[src/rtl/tile_reset_sequencer.sv]
// TL-UL client that pulses one tile's reset register: assert, hold, deassert, read back.
// All host- and bus-facing control outputs are registered from the next-state decode.
module tile_reset_sequencer #(
    parameter int          NUM_TILES   = 4,
    parameter logic [20:0] BASE_ADDR   = 21'h0,
    parameter int          STRIDE      = 4,
    parameter int          HOLD_CYCLES = 16,
    parameter logic [11:0] SOURCE_ID   = 12'h0,
    localparam int         TILE_W      = (NUM_TILES > 1) ? $clog2(NUM_TILES) : 1
) (
    input  logic              clock,
    input  logic              reset,
    input  logic              req_valid,
    output logic              req_ready,
    input  logic [TILE_W-1:0] req_tile,
    output logic              busy,
    output logic              done_valid,
    output logic              done_error,
    output logic              a_valid,
    input  logic              a_ready,
    output logic [2:0]        a_opcode,
    output logic [2:0]        a_param,
    output logic [1:0]        a_size,
    output logic [11:0]       a_source,
    output logic [20:0]       a_address,
    output logic [7:0]        a_mask,
    output logic [63:0]       a_data,
    output logic              a_corrupt,
    input  logic              d_valid,
    output logic              d_ready,
    input  logic [2:0]        d_opcode,
    input  logic [11:0]       d_source,
    input  logic [63:0]       d_data
);
    localparam int OFF_W  = TILE_W + $clog2(STRIDE) + 1;
    localparam int HOLD_W = (HOLD_CYCLES > 0) ? $clog2(HOLD_CYCLES + 1) : 1;
    localparam logic [TILE_W:0] TILE_LIMIT = (TILE_W + 1)'(NUM_TILES);

    typedef enum logic [3:0] {
        IDLE, AS_A, AS_D, HOLD, DE_A, DE_D, RB_A, RB_D, DONE
    } state_t;

    state_t              state_r, state_s;
    logic [TILE_W-1:0]   tile_r, tile_s;
    logic [HOLD_W-1:0]   hold_r, hold_s;
    logic                err_s;
    logic                ack_ok_s, ackdata_ok_s, rb_bad_s;
    logic [20:0]         addr_s;

    function automatic logic [20:0] tile_addr(input logic [TILE_W-1:0] t);
        logic [OFF_W-1:0] off;
        off = OFF_W'(t) * OFF_W'(STRIDE);
        return BASE_ADDR + 21'(off);
    endfunction

    assign a_param   = 3'd0;
    assign a_size    = 2'd2;
    assign a_source  = SOURCE_ID;
    assign a_corrupt = 1'b0;

    // Response decode; the readback lane follows the latched address word
    always_comb begin
        ack_ok_s     = (d_opcode == 3'd0) && (d_source == SOURCE_ID);
        ackdata_ok_s = (d_opcode == 3'd1) && (d_source == SOURCE_ID);
        rb_bad_s     = d_data[a_address[2] ? 6'd32 : 6'd0];
        addr_s       = tile_addr(tile_s);
    end

    // Next-state, hold counter and error decision
    always_comb begin
        state_s = state_r;
        tile_s  = tile_r;
        hold_s  = hold_r;
        err_s   = 1'b0;
        case (state_r)
            IDLE: begin
                if (req_valid) begin
                    tile_s = req_tile;
                    if ({1'b0, req_tile} >= TILE_LIMIT) begin
                        state_s = DONE;
                        err_s   = 1'b1;
                    end else begin
                        state_s = AS_A;
                    end
                end else begin
                    state_s = IDLE;
                end
            end
            AS_A: begin
                if (a_ready) state_s = AS_D;
                else         state_s = AS_A;
            end
            AS_D: begin
                if (d_valid) begin
                    if (!ack_ok_s) begin
                        state_s = DONE;
                        err_s   = 1'b1;
                    end else if (HOLD_CYCLES == 0) begin
                        state_s = DE_A;
                    end else begin
                        state_s = HOLD;
                        hold_s  = HOLD_W'(HOLD_CYCLES);
                    end
                end else begin
                    state_s = AS_D;
                end
            end
            HOLD: begin
                hold_s = hold_r - HOLD_W'(1);
                if (hold_r <= HOLD_W'(1)) state_s = DE_A;
                else                      state_s = HOLD;
            end
            DE_A: begin
                if (a_ready) state_s = DE_D;
                else         state_s = DE_A;
            end
            DE_D: begin
                if (d_valid) begin
                    if (!ack_ok_s) begin
                        state_s = DONE;
                        err_s   = 1'b1;
                    end else begin
                        state_s = RB_A;
                    end
                end else begin
                    state_s = DE_D;
                end
            end
            RB_A: begin
                if (a_ready) state_s = RB_D;
                else         state_s = RB_A;
            end
            RB_D: begin
                if (d_valid) begin
                    state_s = DONE;
                    err_s   = !ackdata_ok_s || rb_bad_s;
                end else begin
                    state_s = RB_D;
                end
            end
            DONE:    state_s = IDLE;
            default: state_s = IDLE;
        endcase
    end

    // State, latched tile, hold counter and registered outputs
    always_ff @(posedge clock) begin
        if (reset) begin
            state_r    <= IDLE;
            tile_r     <= '0;
            hold_r     <= '0;
            req_ready  <= 1'b1;
            busy       <= 1'b0;
            done_valid <= 1'b0;
            done_error <= 1'b0;
            a_valid    <= 1'b0;
            d_ready    <= 1'b0;
            a_opcode   <= 3'd0;
            a_address  <= tile_addr('0);
            a_mask     <= tile_addr('0) & 21'h4 ? 8'hF0 : 8'h0F;
            a_data     <= 64'd0;
        end else begin
            state_r    <= state_s;
            tile_r     <= tile_s;
            hold_r     <= hold_s;
            req_ready  <= (state_s == IDLE);
            busy       <= (state_s != IDLE);
            done_valid <= (state_s == DONE);
            done_error <= err_s;
            a_valid    <= (state_s == AS_A) || (state_s == DE_A) || (state_s == RB_A);
            d_ready    <= (state_s == AS_D) || (state_s == DE_D) || (state_s == RB_D);
            a_opcode   <= (state_s == RB_A) ? 3'd4 : 3'd0;
            a_address  <= addr_s;
            a_mask     <= addr_s[2] ? 8'hF0 : 8'h0F;
            a_data     <= (state_s == AS_A) ? {2{32'd1}} : 64'd0;
        end
    end
endmodule
[config.mk]
export PLATFORM = sky130hd
export DESIGN_NAME = tile_reset_sequencer
export DESIGN_NICKNAME = d
export VERILOG_FILES = /design/src/rtl/tile_reset_sequencer.sv
export SDC_FILE = /design/constraint.sdc
export NUM_CORES = 1
export LEC_CHECK = 0
export BUFFER_PORTS_ARGS = -buffer_cell sky130_fd_sc_hd__buf_2
export CORE_ASPECT_RATIO = 0.5
export CORE_MARGIN = 1
export CORE_UTILIZATION = 37
export CTS_CLUSTER_DIAMETER = 50
export DETAILED_ROUTE_END_ITERATION = 8
export PLACE_DENSITY_LB_ADDON = 0.25
export SKIP_CTS_REPAIR_TIMING = 1
export SLEW_MARGIN = 20
export SYNTH_ARGS = -nofsm -noshare
export SYNTH_HDL_FRONTEND = slang
export SYNTH_SLANG_ARGS = --single-unit
[constraint.sdc]
create_clock -name clock -period 4.27 [get_ports clock]
set_clock_uncertainty 0.15 [all_clocks]
set_input_delay 0.2135 -clock clock [delete_from_list [all_inputs] [get_ports clock]]
set_output_delay 0.2135 -clock clock [all_outputs]
set_load 0.03 [all_outputs]
[Word-level counts from Yosys, hierarchy flattened]
Cells that the tools add are included.
Operators by class
  $add $sub $neg: 1
  order comparisons: 2
  equality and inequality tests: 17
  muxes and demuxes: 26
  reductions and logical operators: 16
Operators by type and width (count)
  2-to-1 mux 33 bit: 1
  == test 4 x 3 -> 1 bit, second input constant: 8
  case mux 4 bit (8 select lines): 1
  2-to-1 mux 4 bit: 5
  == test 4 x 2 -> 1 bit, second input constant: 3
  logical NOT 12 bit: 1
  2-to-1 mux 5 bit: 2
  case mux 5 bit (2 select lines): 1
  == test 4 x 1 -> 1 bit, second input constant: 2
  logical NOT 4 bit: 2
  2-to-1 mux 8 bit: 1
  < comparator 6 x 7 -> 1 bit, second input constant: 1
  2-to-1 mux 1 bit: 7
  binary-select mux 1 bit (select 6 bit): 1
  2-to-1 mux 2 bit: 3
  2-to-1 mux 3 bit: 2
  2-to-1 mux 6 bit: 1
  <= comparator 5 x 1 -> 1 bit, second input constant: 1
  logical OR 1 bit: 5
  subtractor 5 x 1 -> 5 bit, second input constant: 1
  == test 4 bit, second input constant: 1
  inequality test 2 bit, second input constant: 2
  nonzero test 4 bit: 1
  == test 3 x 1 -> 1 bit, second input constant: 1
  other kinds (7): 8
Word-level totals
  register bits: 111
  input port bits: 86

[Depth between registers and ports, before layout]
Gate-level depths: netlist of the first run.
  word-level depth: 8
  depth in mapped cells: 8
  mapped depth without buffers: 8

[Least setup slack after synthesis of the first run]
No wires, ideal clock.
  kind: register -> register
  start point: register hold_r[1]
  end point: register d_ready
  setup time: 121 ps
  arrival time: 1726 ps
  required time: 3999 ps
  setup slack: 2273 ps
  stages on the path, launching flop included: 9
  path buffers: 0
  clock period less this slack: 1997 ps
  cells stage by stage: dfxtp_1 > inv_1 > ha_1 > o21bai_1 > and2_1 > a222oi_1 > or2_2 > inv_2 > mux2_2
On the way
  cells in the longest elaborated chain, start to end: 6
  elaborated cells on any way between the ends: 8
Ends and longest elaborated chain
  from (decl): RTL line 45  | logic [HOLD_W-1:0] hold_r, hold_s;
  from (signal assigned): RTL line 165  | hold_r <= hold_s;
  <= comparator 5 x 1 -> 1 bit (*): RTL line 110  | if (hold_r <= HOLD_W'(1)) state_s = DE_A;
  2-to-1 mux 3 bit (*): RTL line 110
  case mux 4 bit (8 select lines) (*): RTL line 75  | case (state_r)
  == test 4 x 2 -> 1 bit or == test 4 x 3 -> 1 bit (tied branches): RTL line 171  | d_ready <= (state_s == AS_D) || (state_s == DE_D) || (state_s == RB_D);
  logical OR 1 bit: RTL line 171
  logical OR 1 bit (*): RTL line 171
  to (signal assigned): RTL line 171
  to (decl): RTL line 30  | output logic d_ready,
Mark *: on every way between the ends. The rest lies on a longest branch, timed or not.
A chain may end at the register's enable or synchronous reset.

[Worst setup path in the final report of the first run]
Same ends and word-level chain as after synthesis.

==> impl_metrics.py, run 1 <==
metrics = {
    "synthesis": {
        "synth-main-ff-cell": "dfxtp_1",
        "synth_edf_count": 0,
        "syn-mean-instance-area_um2": 8.319,
        "synth_fa_ha_area_share_pct": 1.355,
        "synth_mux_area_share_pct": 3.320,
        "ys_types": 49,
        "syn_area_mm2": 0.001847,
        "seq_area_frac_synth_pct": 21.68,
        "synthTopCellsByArea": "buf_4 44%, dfxtp_1 22%, mux2i_1 2.7%",
        "async_reset_ff_share_pct": 0,
        "synth_xor_area_share_pct": 1.897,
        "synth_top_area_share_pct": 44.31,
        "synth_compound_area_share_pct": 7.520,
        "ys.warnings.count": 0,
        "synth-seq-cells": 20,
        "syn_inst": 222,
        "synth_top_area_cell": "buf_4",
        "synth_top_family_by_area": "buffers and inverters",
        "yosys.area_share.simple_pct": 17.82,
    },
    "clock_network": {
        "cts_root_buffer": "clkbuf_8",
        "cts.clk_slew.worst_paths_ns": 0.07,
        "numCtsBuffers": 3,
        "clkLatencyLatePin_ns": 0.25,
        "h-tree-depth": 1,
        "cts_tree": "done",
        "cts_num_sinks": 20,
        "cts.path.max_buffers": 2,
    },
    "floorplanning": {
        "dieArea_mm2": 0.005295,
        "core_mm2": 0.004594,
        "die_x_um": 101.9,
        "num_rows": 17,
        "start_util_pct": 40.20,
        "io-pin-count": 206,
        "die_h_um": 51.96,
    },
    "final_layout": {
        "multi_input_area_um2": 968.4,
        "final_cells": 320,
        "fin_area_mm2": 0.001722,
        "fill_cells": 499,
        "insertedDiodeCount": 0,
        "seqCellArea_um2": 400.4,
        "nNetsFinal": 344,
        "drive_gt1_share_pct": 22.05,
        "area_growth_pct": -6.775,
    },
    "placement": {
        "hpwl_mm": 2.313,
        "io_buffers": 42,
        "place_area_mm2": 0.001680,
        "gp_congestion": 0.8170,
        "dp_cells": 317,
    },
    "sta": {
        "maxSlewViolCount": 0,
        "slew-limit-headroom_pct": 65.72,
        "rsz0062_at_grt": "false",
        "worst_pin_slew_ns": 0.5143,
        "hold_viol_final": 0,
        "period_share_pct": 53.21,
        "finalSetupViolCount": 0,
        "fmax_ghz": 0.4401,
        "tns_ns": 0,
        "period_needed_ns": 2.272,
    },
    "power": {
        "irDropWorstVdd_mv": 0.09197,
        "p_leak_nw": 0.9149,
        "powerDensity_mw_per_mm2": 337.3,
    },
    "critical_path": {
        "endpoint_kind": "flop",
        "cp.required_ns": 4.27,
        "rr_endpoint": "d_ready$_SDFF_PP0_",
        "rrSetupSlack_ns": 2.00,
        "critical_path_class": "reg -> reg",
        "arrival_ns": 2.27,
        "critPathLaunchType": "flop",
        "r2r-start": "hold_r[1]$_SDFFE_PP0P_",
        "worst-path-max-fanout": 4,
        "reg2reg_depth": 8,
    },
    "drt": {
        "vias": 1202,
        "wirelength_mm": 2.794,
        "first_pass_iters": 4,
        "vias_per_cell": 3.756,
        "routedWlPerCell_um": 8.731,
        "drtIter0Drc": 37,
        "drc": 0,
        "ant_nets": 0,
    },
    "grt": {
        "antenna_found_initial": 0,
        "track_usage_pct": 10.17,
        "grt_pass1_wl_mm": 4.112,
        "grt_pass1_vias": 905,
        "grt_max_degree": 16,
        "gr-total-overflow": 0,
    },
    "worst_hold_path": {
        "worstHoldStart": "req_tile[1]",
        "hold_class": "in -> reg",
        "hold_depth": 3,
        "min_to": "tile_r[1]$_SDFFE_PP0P_",
    },
    "flow_run": {
        "cap_violations": 0,
    },
    "outcome": {
        "status": "finished, final reports clean",
    },
}
## flip-flops by register name, summed over array words and instances (netlist names)
register	cells
busy	1
a_mask	2
tile_r	1
hold_r	5
done_valid	1
a_opcode	1
a_data	1
a_valid	1
done_error	1
state_r	4
req_ready	1
d_ready	1
## cell families after synthesis
kind of cell,count (synthesis)
xor+xnor,4
other cells,2
simple gates,52
fa+ha+maj,2
flops,20
mux,6
buf+inv,117
compound gates,19
## layout make-up
class	instances	area share (%)
well taps	66	4.797
inverters	5	1.090
clock buffers	3	2.398
repair buffers	42	12.21
multi-input cells	184	56.25
flip-flops and latches	20	23.26
## Yosys cell counts, drive strengths merged (2+ instances only)
cell    instances
and4bb          2
a31oi           2
ha              2
mux2i           5
nand3           2
nand2           6
conb            2
inv             5
a21oi           5
or2             3
nor2           13
and3            2
nor4            4
o21a            2
buf           110
and2b           2
and2            2
and4            2
dfxtp          20
nor3            6
xnor2           2
clkbuf          2
xor2            2
## worst max path at each step
| stage | startpoint | end | slack, ns | cells after the start |
|---|---|---|---|---|
| 5_1_grt | hold_r[1]$_SDFFE_PP0P_ | d_ready$_SDFF_PP0_ | 1.89 | 8 |
| 3_3_place_gp | hold_r[1]$_SDFFE_PP0P_ | d_ready$_SDFF_PP0_ | 2.08 | 8 |
| 2_1_floorplan | hold_r[1]$_SDFFE_PP0P_ | d_ready$_SDFF_PP0_ | 2.27 | 8 |
| 6_report | hold_r[1]$_SDFFE_PP0P_ | d_ready$_SDFF_PP0_ | 2.00 | 8 |
| 4_1_cts | hold_r[1]$_SDFFE_PP0P_ | d_ready$_SDFF_PP0_ | 2.00 | 8 |
| 3_5_place_dp | hold_r[1]$_SDFFE_PP0P_ | d_ready$_SDFF_PP0_ | 2.02 | 8 |
## stage by stage
stage               worst slack, ns  total power [mW]  util [%]  hold slack [ns]
floorplan                     2.273            0.5054         -           0.1474
CTS                           2.000            0.5843     37.47          0.05487
global route                  1.894            0.6119     37.47          0.08530
finish                        1.998            0.5807     37.47          0.05564
global placement              2.078            0.4621     36.57           0.3190
detailed placement            2.019            0.4630     36.57           0.3339
## layer usage
layer	global-route usage [%]	part of all wire, %	up-vias
li1	-	-	591
met5	0	0	-
met2	18.13	47	68
met1	12.11	43	538
met4	4.286	1.5	0
met3	2.016	8.3	5
## power breakdown
part           internal, mW  leakage [nW]  switching (mW)
clock network        0.0628        0.0216          0.0583
registers             0.202         0.163          0.0122
logic                0.0489         0.730           0.196
total                 0.314         0.915           0.267
## cells in the final DEF (no fill, tap or decap), types with 3 or more instances in the layout
master      n
conb_1    101
buf_2      42
dfxtp_1    20
nor2_1     12
nor3_1      6
nand2_1     6
mux2i_1     5
a21oi_1     5
inv_1       4
nor4_2      3
clkbuf_8    3
## worst max-delay path: stages, from the launching register on
cell      delay, ns
dfxtp_1        0.39
inv_1          0.08
ha_1           0.18
o21bai_1       0.19
and2_1         0.17
a222oi_1       0.50
or2_2          0.23
inv_2          0.04
mux2_2         0.25
Power figures use the tool's default switching activity.
==> run 2, diff against run 1 <==
--- a/config.mk
+++ b/config.mk
@@ -8,7 +8,7 @@
 export BUFFER_PORTS_ARGS = -buffer_cell sky130_fd_sc_hd__buf_2
 export CORE_ASPECT_RATIO = 0.5
 export CORE_MARGIN = 1
-export CORE_UTILIZATION = 37
+export CORE_UTILIZATION = 35
 export CTS_CLUSTER_DIAMETER = 50
 export DETAILED_ROUTE_END_ITERATION = 8
 export PLACE_DENSITY_LB_ADDON = 0.25
==> constraint.sdc (replaced) <==
create_clock -name clock -period 2.4 [get_ports clock]
set_clock_uncertainty 0.15 [all_clocks]
set_input_delay 0.12 -clock clock [delete_from_list [all_inputs] [get_ports clock]]
set_output_delay 0.12 -clock clock [all_outputs]
set_load 0.03 [all_outputs]
==> run 2 against run 1 <==
Critical path depth unchanged; non-clock buffer count up 1; via count down 0.92%; combinational power rose by 79%; die area grew 5.6%; maximum frequency is 0.78% higher; utilization decreased by 2.7 points; final area up 0.87%; power up 78%; routed wire length barely moved; critical path type unchanged; critical endpoint unchanged; largest power group unchanged.
==> impl_metrics.py, run 2 (synthesis results as in run 1) <==
metrics = {
    "floorplanning": {
        "core_mm2": 0.005000,
        "num_rows": 18,
        "die_h_um": 53.37,
        "start_util_pct": 36.94,
        "die_x_um": 104.7,
        "io-pin-count": 206,
        "dieArea_mm2": 0.005589,
    },
    "critical_path": {
        "cpLargestDelayFamily": "compound AO/OA/AOI/OAI gates",
        "endpoint_kind": "flop",
        "rrSetupSlack_ns": 0.15,
        "arrival_ns": 2.26,
        "reg2reg_depth": 8,
        "crit_slowest_cell": "a222oi_1",
        "critical_path_class": "reg -> reg",
        "path_buf_inv": 2,
        "crit_chain": "inv_1 > ha_1 > o21bai_1 > and2_1 > a222oi_1 > or2_2 > inv_2 > mux2_2",
        "crit_start": "hold_r[1]$_SDFFE_PP0P_",
        "cp.required_ns": 2.40,
        "rr_endpoint": "d_ready$_SDFF_PP0_",
        "worst-path-max-fanout": 4,
        "slowest_delay_ns": 0.49,
        "critPathLaunchType": "flop",
        "r2r-start": "hold_r[1]$_SDFFE_PP0P_",
    },
    "placement": {
        "hpwl_mm": 2.325,
        "io_buffers": 42,
        "pre_cts_ws_ns": 0.1711,
        "gp_congestion": 0.7360,
    },
    "worst_hold_path": {
        "hold_class": "in -> reg",
        "worstHoldStart": "req_tile[0]",
        "min_to": "a_mask[6]$_SDFF_PP0_",
        "hold_depth": 3,
    },
    "drt": {
        "vias": 1191,
        "wl_met2_mm": 1.362,
        "route.met3.wl_um": 194,
        "wirelength_mm": 2.796,
        "vias_per_cell": 3.665,
        "met1_length_mm": 1.238,
        "first_pass_iters": 4,
        "routedWlPerCell_um": 8.603,
        "ant_nets": 0,
        "drc": 0,
        "drtIter0Drc": 82,
        "top_layer": "met3",
    },
    "clock_network": {
        "clkLatencyLatePin_ns": 0.26,
        "cts_root_buffer": "clkbuf_8",
        "cts_num_sinks": 20,
        "cts.path.max_buffers": 2,
        "numCtsBuffers": 3,
        "cts_tree": "done",
        "cts.clk_slew.worst_paths_ns": 0.07,
        "h-tree-depth": 1,
    },
    "sta": {
        "finalWorstSetupSlack_ns": 0.1454,
        "fmax_ghz": 0.4435,
        "period_needed_ns": 2.255,
        "maxSlewViolCount": 0,
        "finalSetupViolCount": 0,
        "tns_ns": 0,
        "hold_viol_final": 0,
        "period_share_pct": 93.94,
        "rsz0062_at_grt": "false",
    },
    "grt": {
        "grt_pass1_vias": 898,
        "track_usage_pct": 9.284,
        "gr-total-overflow": 0,
        "grt_max_degree": 16,
        "grt_pass1_wl_mm": 4.084,
        "antenna_found_initial": 0,
    },
    "power": {
        "irDropWorstVdd_mv": 0.1935,
        "p_leak_nw": 0.9191,
        "powerDensity_mw_per_mm2": 596.5,
    },
    "final_layout": {
        "top_register": "hold_r",
        "drive_gt1_share_pct": 21.96,
        "insertedDiodeCount": 0,
        "mostFrequentLayoutCells": "101 x conb_1, 42 x buf_2, 20 x dfxtp_1",
        "largest_register_ffs": 5,
        "area_growth_pct": -5.962,
        "largestRegisters": "hold_r x5, state_r x4, a_mask x2",
        "nNetsFinal": 345,
        "final_common_cell": "conb_1",
    },
    "outcome": {
        "status": "finished, final reports clean",
    },
    "flow_run": {
        "cap_violations": 0,
    },
}
run 2: cell count changes in the layout (fill, tap and decap cells not counted):
cell,change
dlygate4sd3_1,+1
run 2: area by class of cell:
cell class	count	area, um2
flip-flops and latches	20	400.4
clock buffers	3	41.29
inverters	5	18.77
multi-input cells	184	968.4
well taps	70	87.58
repair buffers	43	220.2
fillers	541	3263
run 2: worst max-delay path by stage:
stage	cells past startpoint	slack, ns	to
final	8	0.15	d_ready$_SDFF_PP0_
after global routing	8	0.02	d_ready$_SDFF_PP0_
after CTS	8	0.15	d_ready$_SDFF_PP0_
after detailed placement	8	0.17	d_ready$_SDFF_PP0_
after global placement	8	0.21	d_ready$_SDFF_PP0_
after floorplan	8	0.40	d_ready$_SDFF_PP0_
run 2: through the flow:
stage          hold WS (ns)  power (mW)  util (%)  instance area, um2  cells
2_1_floorplan       0.05392      0.8993         -                2218    321
5_1_grt             0.06190       1.090     34.73                1737    325
3_5_place_dp         0.2218      0.8237     33.71                1685    321
6_report           0.004610       1.036     34.73                1737    325
4_1_cts            -0.03926       1.039     34.53                1727    324
3_3_place_gp         0.2289      0.8229     33.71                1685    321
run 2: power by group:
group          leakage, nW  switching [mW]  total (mW)  internal (mW)
combinational        0.734           0.350       0.438         0.0880
clock               0.0216           0.104       0.216          0.112
sequential           0.163          0.0220       0.382          0.360
total                0.919           0.477        1.04          0.559
run 2: tightest hold or removal path, delay by kind of cell:
kind | cells | cell delay [ns]
muxes | 1 | 0.06
and+or+nand+nor | 1 | 0.10
buffers and inverters | 1 | 0.09
run 2: routing by layer:
layer	vias up	GRT usage, %
met5	-	0
met4	0	1.408
met3	0	2.217
met2	62	16.45
met1	534	11.84
li1	595	-
